<file path="src/rtl/logic_unit_pipe.sv">
// Two-stage pipelined bitwise logic unit with valid/ready handshakes on both sides.
// Stage 1 captures the operands, stage 2 holds the result and its flags.
module logic_unit_pipe #(
    parameter int WIDTH = 32,
    parameter int CNT_W = 16
) (
    input  logic             clk,
    input  logic             rst_n,
    input  logic             in_valid,
    output logic             in_ready,
    input  logic [WIDTH-1:0] in1,
    input  logic [WIDTH-1:0] in2,
    input  logic [2:0]       op,
    output logic             out_valid,
    input  logic             out_ready,
    output logic [WIDTH-1:0] out,
    output logic             zero,
    output logic             all_ones,
    output logic             parity,
    output logic [CNT_W-1:0] op_count
);

    logic             s1_valid;
    logic [WIDTH-1:0] s1_a;
    logic [WIDTH-1:0] s1_b;
    logic [2:0]       s1_op;
    logic             s2_valid;
    logic             s1_adv;
    logic             s2_adv;
    logic [WIDTH-1:0] res;

    // in_ready is combinational from out_ready; there is no skid buffer.
    assign s2_adv    = !s2_valid || out_ready;
    assign s1_adv    = !s1_valid || s2_adv;
    assign in_ready  = s1_adv;
    assign out_valid = s2_valid;

    always_comb begin
        res = '0;
        case (s1_op)
            3'd0: res = s1_a & s1_b;
            3'd1: res = s1_a | s1_b;
            3'd2: res = s1_a ^ s1_b;
            3'd3: res = ~(s1_a | s1_b);
            3'd4: res = s1_a & ~s1_b;
            3'd5: res = ~(s1_a ^ s1_b);
            3'd6: res = s1_a;
            3'd7: res = ~s1_a;
        endcase
    end

    always_ff @(posedge clk or negedge rst_n) begin
        if (!rst_n) begin
            s1_valid <= 1'b0;
            s1_a     <= '0;
            s1_b     <= '0;
            s1_op    <= '0;
        end else if (s1_adv) begin
            s1_valid <= in_valid;
            if (in_valid) begin
                s1_a  <= in1;
                s1_b  <= in2;
                s1_op <= op;
            end
        end
    end

    // Flags are derived from the stage-2 input so they line up with out.
    always_ff @(posedge clk or negedge rst_n) begin
        if (!rst_n) begin
            s2_valid <= 1'b0;
            out      <= '0;
            zero     <= 1'b0;
            all_ones <= 1'b0;
            parity   <= 1'b0;
        end else if (s2_adv) begin
            s2_valid <= s1_valid;
            if (s1_valid) begin
                out      <= res;
                zero     <= (res == '0);
                all_ones <= &res;
                parity   <= ^res;
            end
        end
    end

    always_ff @(posedge clk or negedge rst_n) begin
        if (!rst_n) begin
            op_count <= '0;
        end else if (s2_valid && out_ready) begin
            op_count <= op_count + CNT_W'(1);
        end
    end

endmodule
</file>
<file path="config.mk">
export PLATFORM = sky130hd
export DESIGN_NAME = logic_unit_pipe
export DESIGN_NICKNAME = d
export VERILOG_FILES = /design/src/rtl/logic_unit_pipe.sv
export SDC_FILE = /design/constraint.sdc
export NUM_CORES = 1
export LEC_CHECK = 0
export BUFFER_PORTS_ARGS = -buffer_cell sky130_fd_sc_hd__buf_2
export CORE_ASPECT_RATIO = 0.9
export CORE_MARGIN = 5
export CORE_UTILIZATION = 64
export CTS_BUF_LIST = sky130_fd_sc_hd__clkbuf_8
export CTS_CLUSTER_DIAMETER = 200
export CTS_CLUSTER_SIZE = 10
export DETAILED_ROUTE_END_ITERATION = 8
export PLACE_DENSITY = 0.95
export SLEW_MARGIN = 10
export SYNTH_ARGS = -nofsm -noshare
export SYNTH_HDL_FRONTEND = slang
export SYNTH_SLANG_ARGS = --single-unit
</file>
<file path="constraint.sdc">
create_clock -name clk -period 4.5 [get_ports clk]
set_input_delay 0.225 -clock clk [delete_from_list [all_inputs] [get_ports clk]]
set_output_delay 0.225 -clock clk [all_outputs]
set_load 0.01 [all_outputs]
</file>
==> flow_summary.json <==
{
  "ys_seq_elements": 120,
  "die_w_um": 126,
  "grt_pass1_vias": 6021,
  "yosys.area_share.xor_xnor_pct": 10.5,
  "synthFlopType": "dfrtp_1",
  "syn_area_mm2": 0.00778,
  "io_buffers": 123,
  "syn_avg_cell_area_um2": 9.98,
  "grt_max_degree": 80,
  "synth.most_common_cell": "dfrtp_1",
  "async_reset_ff_share_pct": 100,
  "finalNetCount": 1046,
  "via_count": 6145,
  "synth_fa_ha_area_share_pct": 9.33,
  "status": "complete, no violations",
  "rows": 38,
  "relSlewSlack_pct": 40.0,
  "cts_tree": "yes",
  "grt-ovfl-total": 0,
  "worst_setup_path_end_kind": "register",
  "drc": 0,
  "wl_per_cell_um": 16.8,
  "path_clk_slew_ns": 0.08,
  "synth_top_area_share_pct": 38.6,
  "holdCritPathClass": "input port to register",
  "reg2reg_depth": 12,
  "slew_viol_final": 0,
  "max_freq_mhz": 273,
  "coreArea_mm2": 0.0120,
  "synth-simple-area-share_pct": 9.02,
  "postCtsSetupBuffers": 0,
  "die_h_um": 115,
  "ys_top_cells_by_count": "dfrtp_1 (120), inv_1 (88), mux2_2 (77)",
  "numCtsBuffers": 17,
  "ant_nets": 0,
  "crit_top_cell": "xnor2_1",
  "synth_nets": 909,
  "area_growth_pct": 18.2,
  "cp.required_ns": 4.80,
  "setup_viol_count_final": 0,
  "clk_path_buf_depth": 2,
  "place_inst": 1025,
  "synth-compound-area-share_pct": 9.70,
  "clock_latency_ns": 0.45,
  "critical_path_arrival_ns": 3.97,
  "clock_sinks": 120,
  "io_pins": 124,
  "drive_gt1_share_pct": 26.6,
  "period_needed_ns": 3.67,
  "start_util_pct": 64.9,
  "fin_skew_ns": 0.0137,
  "fin_crit_sh_pct": 81.5,
  "fill_cells": 776,
  "grt_antenna_before_repair": 0,
  "drt_first_pass_iters": 7,
  "powerDensity_mw_per_mm2": 507,
  "grtUsageTotal_pct": 25.8,
  "ir_worst_vdd_uv": 416,
  "synth_cells": 780,
  "fin_tns_setup_ns": 0,
  "drv_cap": 0,
  "fin_cells": 1090,
  "yosys.area.top_type": "dfrtp_1",
  "regToRegStartpoint": "s1_op[1]$_DFFE_PN0P_",
  "tightest_slew_ns": 0.900,
  "synth-edff-count": 0,
  "hpwl_mm": 12.8,
  "synthMuxAreaShare_pct": 15.5,
  "critPathBufInv": 2,
  "fin_ws_ns": 0.834,
  "crit_slowest_cell": "dfrtp_4",
  "ys_seq_area_share_pct": 38.6,
  "cp.depth": 12,
  "vias_per_cell": 5.64,
  "cp_top_family": "XOR/XNOR gates",
  "crit_chain": "nor2b_2 -> buf_4 -> a221oi_1 -> a21oi_1 -> inv_1 -> ha_1 -> xnor2_1 -> xnor2_1 -> xnor2_1 -> xnor2_1 -> xnor2_1 -> o21ai_0",
  "leakage_nw": 4.55,
  "finalHoldViolCount": 0,
  "preCtsSetupSlack_ns": 0.958,
  "gp_congestion": 0.895,
  "yosysUniqueCellTypes": 35,
  "cpPeakStageDelay_ns": 0.76,
  "start_kind": "register",
  "synth_top_family_by_area": "multiplexers",
  "rsz0062_at_grt": "false",
  "grt_pass1_wl_mm": 30.0,
  "r2r_slack_ns": 0.83,
  "synth_warnings": 0,
  "crit_start": "s1_op[1]$_DFFE_PN0P_",
  "htreeDepth": 4,
  "finalWirelength_mm": 18.3,
  "cp-endpoint": "parity$_DFFE_PN0P_",
  "diodes": 0,
  "drt_iter0_drc": 480,
  "yosys-top-cells-area": "dfrtp_1 (39%), mux2_2 (11%), ha_1 (9.3%)",
  "cts_root_buf": "clkbuf_8",
  "die_area_mm2": 0.0145,
  "crit_type": "register to register",
  "critPathMaxFanout": 41,
  "reg2reg_to": "parity$_DFFE_PN0P_"
}
cells in the final DEF, fill, tap and decap left out, drive strengths merged, types with 8 or more instances in the layout:
master / Yosys / routed
nand4: 8 / 8
clkbuf: 19 / 17
o21ai: 31 / 31
a221oi: 25 / 25
clkinv: 0 / 8
buf: 27 / 131
ha: 58 / 58
xor2: 35 / 35
nand2: 51 / 51
nand2b: 30 / 30
dfrtp: 120 / 120
nor2: 27 / 27
mux2: 77 / 77
mux2i: 34 / 34
nand3: 8 / 8
dlygate4sd3: 0 / 33
xnor2: 58 / 58
a21oi: 53 / 53
inv: 88 / 89
cell families after synthesis:
logic type,count (synthesis)
AO/OA/AOI/OAI,121
XOR/XNOR,93
adder cells (fa/ha/maj),58
buffers and inverters,134
flip-flops,120
multiplexers,111
AND/OR/NAND/NOR,143
worst min path at each step:
stage / from / to / slack, ns / cells past startpoint
after floorplan: rst_n / all_ones$_DFFE_PN0P_ / -0.07 / 0
after global placement: rst_n / out[26]$_DFFE_PN0P_ / 0.35 / 1
after detailed placement: rst_n / out[31]$_DFFE_PN0P_ / 0.36 / 1
after CTS: in2[28] / s1_b[28]$_DFFE_PN0P_ / 0.001 / 2
after global routing: in2[2] / s1_b[2]$_DFFE_PN0P_ / 0.002 / 2
final: in1[26] / s1_a[26]$_DFFE_PN0P_ / 0.02 / 2
stage by stage:
stage          area [um2]  power [mW]  util, %  hold WS [ns]
6_report             9190        4.66     76.7        0.0156
3_3_place_gp         8430        3.46     70.3         0.354
4_1_cts              9130        4.65     76.2      0.000964
2_1_floorplan        7780        3.03        -       -0.0706
3_5_place_dp         8430        3.55     70.3         0.357
5_1_grt              9190        4.98     76.7       0.00202
metal layers:
metal | global-route usage [%] | vias to the layer above | wire (um)
met5 | 0 | - | 0
met4 | 6.08 | 0 | 177
met3 | 5.83 | 23 | 1190
met2 | 41.3 | 245 | 8650
met1 | 36.2 | 2973 | 8260
li1 | - | 2904 | -
worst register-to-register path, delay by kind of cell, from the launching register on:
| family | cells | cell delay [ns] |
|---|---|---|
| and+or+nand+nor | 1 | 0.60 |
| adders and majority gates | 1 | 0.31 |
| AOI/OAI and AO/OA | 3 | 0.54 |
| xor gates and xnor gates | 5 | 0.86 |
| DFF | 1 | 0.76 |
| buffers and inverters | 2 | 0.45 |
where the power goes:
group	switching [mW]	total, mW	internal [mW]
sequential	0.237	1.55	1.31
combinational	1.05	2.04	0.995
clock	0.465	1.07	0.605
registers in the layout, summed over array words and instances (netlist names):
signal / count
out_valid: 1
s1_op: 3
out: 32
s1_b: 32
parity: 1
s1_valid: 1
op_count: 16
zero: 1
s1_a: 32
all_ones: 1
final cells by class:
type,instances,area [um2],share of cell area (%)
multi-input combinational,526,4210,45.8
sequential,120,3010,32.8
timing repair buffer,164,1010,11.0
inverter,88,330,3.59
clock buffer,17,234,2.54
clock inverter,15,203,2.20
tap,160,200,2.18
repair_timing:
item                                   CTS  global route
hold buffers                            27             6
endpoints found under the hold margin   89             6
setup endpoints to repair                0             0
resized for setup                        0             0
No activity file was read; power rests on OpenSTA's default activity.
